**src/rtl/seq_c2_bcd_display_decoder.sv**
```systemverilog
// Signed two's-complement word to BCD digits, seven-segment patterns and active-low sign.
// Iterative double-dabble runs one bit per clock, so the result lands DW_IN+1 cycles after acceptance.
`timescale 1ns/1ps
module seq_c2_bcd_display_decoder #(
    parameter int DW_IN         = 8,
    parameter int DIGITS        = 3,
    parameter int SEGMENT_WIDTH = 7
) (
    input  logic                            clk,
    input  logic                            rst_n,
    input  logic                            in_valid,
    output logic                            in_ready,
    input  logic [DW_IN-1:0]                number,
    input  logic                            blank_lz,
    output logic                            done,
    output logic                            sign_n,
    output logic [4*DIGITS-1:0]             bcd,
    output logic [SEGMENT_WIDTH*DIGITS-1:0] segments
);
    localparam int BW = 4 * DIGITS;
    localparam int CW = $clog2(DW_IN + 1);

    function automatic int min_digits(input int w);
        logic [127:0] v;
        int           n;
        v = 128'd1 << (w - 1);
        n = 0;
        while (v != 0) begin
            v = v / 10;
            n++;
        end
        return n;
    endfunction

    generate
        if (DW_IN < 2 || DW_IN > 128) begin : g_bad_dw
            $error("DW_IN must be in 2..128");
        end
        if (DIGITS < min_digits(DW_IN)) begin : g_bad_digits
            $error("DIGITS too small to hold 2^(DW_IN-1)");
        end
        if (SEGMENT_WIDTH != 7) begin : g_bad_seg
            $error("SEGMENT_WIDTH must be 7");
        end
    endgenerate

    function automatic logic [SEGMENT_WIDTH-1:0] seg_decode(input logic [3:0] d);
        case (d)
            4'd0:    return 7'h3F;
            4'd1:    return 7'h06;
            4'd2:    return 7'h5B;
            4'd3:    return 7'h4F;
            4'd4:    return 7'h66;
            4'd5:    return 7'h6D;
            4'd6:    return 7'h7D;
            4'd7:    return 7'h07;
            4'd8:    return 7'h7F;
            4'd9:    return 7'h6F;
            default: return 7'h00;
        endcase
    endfunction

    typedef enum logic [1:0] {IDLE, SHIFT, LOAD} state_t;

    state_t                            state_q;
    logic [DW_IN-1:0]                  mag_q;
    logic [BW-1:0]                     bcd_sh_q;
    logic [CW-1:0]                     cnt_q;
    logic                              neg_q;
    logic                              blank_q;
    logic                              mag_nz_q;
    logic                              done_q;
    logic                              sign_n_q;
    logic [BW-1:0]                     bcd_q;
    logic [SEGMENT_WIDTH*DIGITS-1:0]   seg_q;

    logic [DW_IN-1:0]                  mag_abs_d;
    logic [BW-1:0]                     adj_d;
    logic [BW-1:0]                     bcd_sh_d;
    logic [SEGMENT_WIDTH*DIGITS-1:0]   seg_d;
    logic                              seen_nz;

    always_comb begin
        mag_abs_d = number[DW_IN-1] ? (~number + 1'b1) : number;

        adj_d = '0;
        for (int k = 0; k < DIGITS; k++) begin
            adj_d[4*k +: 4] = (bcd_sh_q[4*k +: 4] >= 4'd5) ? bcd_sh_q[4*k +: 4] + 4'd3
                                                            : bcd_sh_q[4*k +: 4];
        end
        bcd_sh_d = {adj_d[BW-2:0], mag_q[DW_IN-1]};

        // Scan from the top digit down; zeros stay blank until the first non-zero or the units digit.
        seg_d   = '0;
        seen_nz = 1'b0;
        for (int k = DIGITS - 1; k >= 0; k--) begin
            if (bcd_sh_q[4*k +: 4] != 4'd0 || k == 0) begin
                seen_nz = 1'b1;
            end
            seg_d[SEGMENT_WIDTH*k +: SEGMENT_WIDTH] =
                (blank_q && !seen_nz) ? '0 : seg_decode(bcd_sh_q[4*k +: 4]);
        end
    end

    always_ff @(posedge clk or negedge rst_n) begin
        if (!rst_n) begin
            state_q  <= IDLE;
            mag_q    <= '0;
            bcd_sh_q <= '0;
            cnt_q    <= '0;
            neg_q    <= 1'b0;
            blank_q  <= 1'b0;
            mag_nz_q <= 1'b0;
            done_q   <= 1'b0;
            sign_n_q <= 1'b1;
            bcd_q    <= '0;
            seg_q    <= '0;
        end else begin
            done_q <= 1'b0;
            case (state_q)
                IDLE: begin
                    if (in_valid) begin
                        neg_q    <= number[DW_IN-1];
                        blank_q  <= blank_lz;
                        mag_nz_q <= |number;
                        mag_q    <= mag_abs_d;
                        bcd_sh_q <= '0;
                        cnt_q    <= '0;
                        state_q  <= SHIFT;
                    end
                end
                SHIFT: begin
                    bcd_sh_q <= bcd_sh_d;
                    mag_q    <= {mag_q[DW_IN-2:0], 1'b0};
                    if (cnt_q == CW'(DW_IN - 1)) begin
                        state_q <= LOAD;
                    end else begin
                        cnt_q <= cnt_q + 1'b1;
                    end
                end
                LOAD: begin
                    bcd_q    <= bcd_sh_q;
                    seg_q    <= seg_d;
                    sign_n_q <= ~(neg_q & mag_nz_q);
                    done_q   <= 1'b1;
                    state_q  <= IDLE;
                end
                default: state_q <= IDLE;
            endcase
        end
    end

    assign in_ready = (state_q == IDLE);
    assign done     = done_q;
    assign sign_n   = sign_n_q;
    assign bcd      = bcd_q;
    assign segments = seg_q;
endmodule

```
**config.mk**
```make
export PLATFORM = sky130hd
export DESIGN_NAME = seq_c2_bcd_display_decoder
export DESIGN_NICKNAME = d
export VERILOG_FILES = /design/src/rtl/seq_c2_bcd_display_decoder.sv
export SDC_FILE = /design/constraint.sdc
export NUM_CORES = 1
export LEC_CHECK = 0
export CAP_MARGIN = 20
export CORE_MARGIN = 2
export CORE_UTILIZATION = 27
export DETAILED_ROUTE_END_ITERATION = 8
export GPL_ROUTABILITY_DRIVEN = 1
export SYNTH_ARGS = -nofsm -noshare
export SYNTH_HDL_FRONTEND = slang
export SYNTH_SLANG_ARGS = --single-unit
```
**constraint.sdc**
```tcl
create_clock -name clk -period 2.3 [get_ports clk]
set_clock_uncertainty 0.05 [all_clocks]
set_input_delay 0.46 -clock clk [delete_from_list [all_inputs] [get_ports clk]]
set_output_delay 0.46 -clock clk [all_outputs]
set_load 0.02 [all_outputs]
```
==> metrics.log <==
INFO  metric fin_nets = around 420
INFO  metric floorplan.initialDensity = 27.8%
INFO  metric post_synth_inst_count = ~340
INFO  metric final-hold-violation-count = 0
INFO  metric rsz0062_at_grt = no
INFO  metric irDropWorstVdd = 0.420 mV
INFO  metric mappedNetlistArea = between 3000 and 4000 sq um
INFO  metric final_min_period_over_clock_period = 91.2%
INFO  metric period_minus_slack = approximately 2100 ps
INFO  metric met3_wirelength = about 270 um
INFO  metric tritoncts.num_buffers = 9
INFO  metric hp-class = input port to async pin
INFO  metric cp_cell_sequence = nor2_1, clkdlybuf4s50_1
INFO  metric cts_max_path_bufs = 2
INFO  metric drt_iter0_drc = between 150 and 200
INFO  metric wirelength = 7240 um
INFO  metric synthesis.nets = ~370
INFO  metric leakagePower = 1.87 nW
INFO  metric number_of_i_o_pins = 48
INFO  metric cts-root-buf = clkbuf_16
INFO  metric cts_setup_buffers = 0
INFO  metric m1WireLength = 3490 um
INFO  metric route.vias.total = 2597
INFO  metric result_of_the_run = finished, final reports clean
INFO  metric ys_top_cells_by_area = dfrtp_1, o21ai_0, ha_1
INFO  metric syn-mean-instance-area = about 9.8 sq um
INFO  metric critical_path.max_fanout = 2
INFO  metric final_cell_mix = dfrtp_1, nand2_1, o21ai_0, clkdlybuf4s50_1, ha_1
INFO  metric worstSetupEndpointType = primary output
INFO  metric finalWeightedCongestion = 0.825
INFO  metric grt_pass1_wl = ~12000 um
INFO  metric grt_pass1_vias = 2596
INFO  metric dieHeight = 116 um
INFO  metric tns = 0 ps
INFO  metric synth.yosys.seq_area_share = 47.7%
INFO  metric synth_cell_types = 49
INFO  metric cpMaxStageDelayCell = clkdlybuf4s50_1
INFO  metric drc_errors = 0
INFO  metric maxSlewHeadroom = 64.6%
INFO  metric average_wire_length_per_cell_after_detail_routing = approximately 13 um
INFO  metric cp_data_required_time = approximately 1800 ps
INFO  metric startpoint_type = flop
INFO  metric post_cts.resized_instances = 0
INFO  metric yosys_warnings = 0
INFO  metric power-per-cell-area = 1380 nW/um^2
INFO  metric layout-area-overhead-vs-synth = 28.6%
INFO  metric cts_num_sinks = 64
INFO  metric worst_pin_slew = 530 ps
INFO  metric layout-drive-gt1-share = 9.55%
INFO  metric globalRouteTotalUtil = between 10% and 20%
INFO  metric path_clk_slew = 50 ps
INFO  metric num_rows = 40
INFO  metric achievable-frequency = 477 MHz
INFO  metric post-synth-top-area-cell = dfrtp_1
INFO  metric grt_overflow = 0
INFO  metric detail_route.first_pass.iterations = 4
INFO  metric largest_net_degree_at_the_start_of_global_routing = 65
INFO  metric setup_violations = 0
INFO  metric worst-setup-path-type = flop to primary output
INFO  metric report.power.total = a little under 6 mW
INFO  metric layout_commonest_cell = dfrtp_1
INFO  metric layout_setup_ws = 203 ps
INFO  metric clock_tree.htree_level_count = 3
INFO  metric layout.area.seq = about 1600 sq um
INFO  metric max_cap_viol_count = 0
INFO  metric die-width = around 120 um
INFO  metric cpPeakStageDelay = 660 ps
INFO  metric post_drt_via_cell_ratio = ~4.6
INFO  metric cp_data_arrival_time = 1590 ps
INFO  metric place.port_buffers = 47
INFO  metric layout.filler_cells = 1235
INFO  metric final-max-slew-violation-count = 0
INFO  metric holdBufCountCts = 0
INFO  metric grt_antenna_before_repair = 0
INFO  metric multi_input_comb_area = 1590 sq um
INFO  metric post-place-ws = 252 ps
INFO  metric postSynthRegisterBits = 64
INFO  metric met2RoutedLength = 3360 um
INFO  metric synth_top_cell_area_share = 46.9%
INFO  metric maxUsedRoutingLayer = met4
INFO  metric route.antenna.remaining_nets = 0
INFO  metric placeableCoreArea = around 12000 sq um
INFO  metric fp.dieArea = 13300 sq um
INFO  metric hpwl_dp = roughly 5200 um
INFO  metric worstSkewPairLatency = ~330 ps
INFO  metric synth_enable_flop_cells = 0
INFO  metric top_reg_cell_synth = dfrtp_1
INFO  metric diodes = 0
INFO  metric synth-async-reset-ratio = 100%
INFO  metric tritoncts = done
## per-layer routing
metal / vias to the layer above / GRT usage [%]
met1: 1240 / 15.5
met3: 12 / 2.14
met5: - / 0
met2: 44 / 18.9
met4: 0 / 4.82
li1: 1301 / -
## critical path: cells and delay by family (launching register included)
| family | cells | cell delay [ps] |
|---|---|---|
| simple gates | 1 | 230 |
| buf+inv | 1 | 660 |
| flops | 1 | 370 |
## cell families after synthesis
logic type | share of synthesized area [%]
AOI/OAI and AO/OA | 20.2
buffers and inverters | 4.96
adders and majority gates | 7.08
DFF | 47.7
and+or+nand+nor | 15.3
muxes | 1.86
xor gates and xnor gates | 2.87
## flip-flops by register name, indices dropped and copies added, names as in the netlist
register,flops
done,1
mag_q,8
blank_q,1
sign_n,1
state_q,2
bcd,12
neg_q,1
bcd_sh_q,12
mag_nz_q,1
cnt_q,4
segments,21
## power by group
part / total, mW / switching [mW] / internal (mW)
Combinational: 2.58 / 1.40 / 1.18
Sequential: 1.96 / 0.392 / 1.56
Clock: 1.44 / 0.487 / 0.949
Total: 5.97 / 2.28 / 3.69
## synthesized netlist by cell type, types with 5 or more instances
cell type,number
xnor2_1,9
o31ai_1,5
buf_2,10
inv_1,14
ha_1,19
nor2b_1,6
o21ai_0,48
nand2b_1,10
a22oi_1,5
o22ai_1,5
dfrtp_1,63
a21oi_1,16
nand3_1,5
nand2_1,53
nor2_1,15
## stage by stage
step	util [%]	hold slack, ps	cells	area (sq um)
2_1_floorplan	-	114	343	3360
3_3_place_gp	33.2	358	550	4000
3_5_place_dp	33.2	372	550	4000
4_1_cts	35.8	109	566	4320
5_1_grt	35.8	129	566	4320
6_report	35.8	90.6	566	4320
## worst paths after layout
kind                             start      endpoint  slack, ps  cells after the start
setup / recovery            state_q[0]      in_ready        200                      2
hold / removal                   rst_n  segments[13]         90                      2
min in group clk              mag_nz_q        sign_n        380                      1
max in group asynchronous        rst_n        sign_n       1790                      2
setup reg to reg           bcd_sh_q[1]   bcd_sh_q[2]        380                      6
hold reg to reg               mag_nz_q        sign_n        380                      1
## final cells by class
type | count | share of cell area (%)
Clock buffer | 11 | 5.39
Timing Repair Buffer | 56 | 12.6
Clock inverter | 5 | 1.88
Tap cell | 168 | 4.87
Inverter | 15 | 1.30
Multi-Input combinational cell | 247 | 36.8
Sequential cell | 64 | 37.1
Note: power is estimated with default switching activity, not from simulation.
==> patch: new RTL, config.mk and constraints unchanged <==
Reset style: synchronous (`rst_n`), changed in one clocked block.
--- a/src/rtl/seq_c2_bcd_display_decoder.sv
+++ b/src/rtl/seq_c2_bcd_display_decoder.sv
@@ -102,7 +102,7 @@
         end
     end
 
-    always_ff @(posedge clk or negedge rst_n) begin
+    always_ff @(posedge clk) begin
         if (!rst_n) begin
             state_q  <= IDLE;
             mag_q    <= '0;
Behaviour: differs if rst_n is asserted again (counterexample within 4 cycles, from zero or initial values and one cycle with rst_n low); with rst_n held inactive, the same outputs for 10 cycles.
==> patch against the original RTL <==
- core utilization grew 1.1 points
- worst setup slack got worse by 0.097 ns
- via count up 28%
- sequential cell count grew 14
- design area increased by 17%
- maximum frequency down 4.4%
- routed wire length rose by 23%
- area after synthesis is 12% higher
- critical path type is now reg2reg
- highest routed layer unchanged
Power is not compared: it rests on default switching activity, and its combinational part moved more than twofold at a synthesized area within 25%.
==> patch: results (changes against the original RTL) <==
status=complete, no violations; largest net degree at the start of global routing=32 (-51%); reg2reg path depth=10 (+4); Plain + repair buffers=101 (+80%); first-pass GRT wire length=15,100 um (+22%); tap cells=180 (+7.1%); mux cell area share after synthesis=2.13% (+0.27 points); met3 wire length=540 um (+100%); Avg Inst Size Synth=8.54 um2 (-13%); relative slew slack=64.8% (+0.17 points); worst min path class=reg2reg; DRT iter0 DRCs=149 (-15%); nonclk inv count=25 (+10); post-synth cell types=50 (+2.0%); met1 GRT Util=15.4% (-0.12 points); min cycle time layout=2.19 ns (+0.0965 ns); GRT met3 Usage=4.63% (+2.5 points); final net count=562 (+33%); multi-input combinational area share=39.4% (+2.6 points); worst hold slack=0.400 ns (+0.310 ns); average routed wire per standard cell=12.5 um (-2.0%); final cell count without fillers=709 (+25%); Placed Area=4720 um2 (+18%); GRT Total Usage=12.7% (+0.97 points); met2 WL=4130 um (+23%); flip-flop and latch count=78 (+22%); Post-synth ARST share=0% (-100 points); Non-clock buffer share=17.4% (+4.8 points); Routed met1 length=4050 um (+16%); sequential area share after synthesis=41.6% (-6.2 points); Multi-input comb cells=309 (+25%); Commonest cells post-synth=78 x dfxtp_1, 54 x nand2_1, 40 x a21oi_1; clk tree area frac=5.93% (-1.3 points); Worst R2R Setup Slack=0.11 ns (-0.27 ns); XOR/XNOR Fraction of Synth Area=2.10% (-0.77 points); met2 Use GR=21.1% (+2.1 points); cell count after placement=692 (+26%); # clk buffers=10 (-1); Placement Setup Slack=-0.237 ns (-0.489 ns); Crit. Startpoint=bcd_sh_q[9]; Vias per Instance=4.68 (+2.0%); gp weighted congestion=0.852 (+3.3%); fin area=5060 um2 (+17%); Arrival @ worst endpoint=2.39 ns (+0.80 ns); origin of the critical flop-to-flop path=bcd_sh_q[9]
[patch: cell types whose count changed after synthesis, sizes merged, moves of 6 or more]
cell / before / now
nand3: 5 / 19
a2111oi: 0 / 8
buf: 15 / 8
dfxtp: 0 / 78
nor2: 16 / 34
dfrtp: 63 / 0
clkbuf: 2 / 20
a21oi: 16 / 40
and3: 0 / 6
inv: 15 / 25
a211oi: 3 / 10
ha: 19 / 26
o21ai: 52 / 24
[patch: power groups by stage]
stage          logic [mW]  registers (mW)  clock network [mW]
2_1_floorplan       0.111            1.41                   0
4_1_cts             0.180            1.38                1.47
6_report            0.179            1.38                1.43
3_3_place_gp        0.175            1.41                   0
3_5_place_dp        0.180            1.41                   0
5_1_grt             0.200            1.38                1.53
[patch: repair_timing]
action	4_1_cts	5_1_grt
gates resized for setup	0	15
setup buffers	0	1
setup endpoints to repair	0	7
[patch: how the worst min path moves through the flow]
stage	from	end	cells after the start
after floorplan	flop	segments[14]	2
after detailed placement	bcd[10]	bcd[10]	2
after CTS	bcd[10]	bcd[10]	2
after global placement	segments[14]	segments[14]	2
final	flop	segments[17]	2
after global routing	bcd[3]	bcd[3]	2
[patch: cells by family after synthesis]
| group | count (synthesis) |
|---|---|
| adders and majority gates | 26 |
| xor gates and xnor gates | 9 |
| and+or+nand+nor | 147 |
| AOI/OAI and AO/OA | 119 |
| DFF | 78 |
| buffers and inverters | 53 |
| muxes | 8 |
[patch: critical path: stages (launching register included)]
cell and delay (ns):
dfxtp_2 0.33, inv_2 0.05, ha_1 0.18, nand2b_4 0.14
buf_4 0.13, a21o_1 0.18, a211oi_2 0.28, inv_1 0.10
ha_1 0.18, or3_4 0.38, o311ai_1 0.09
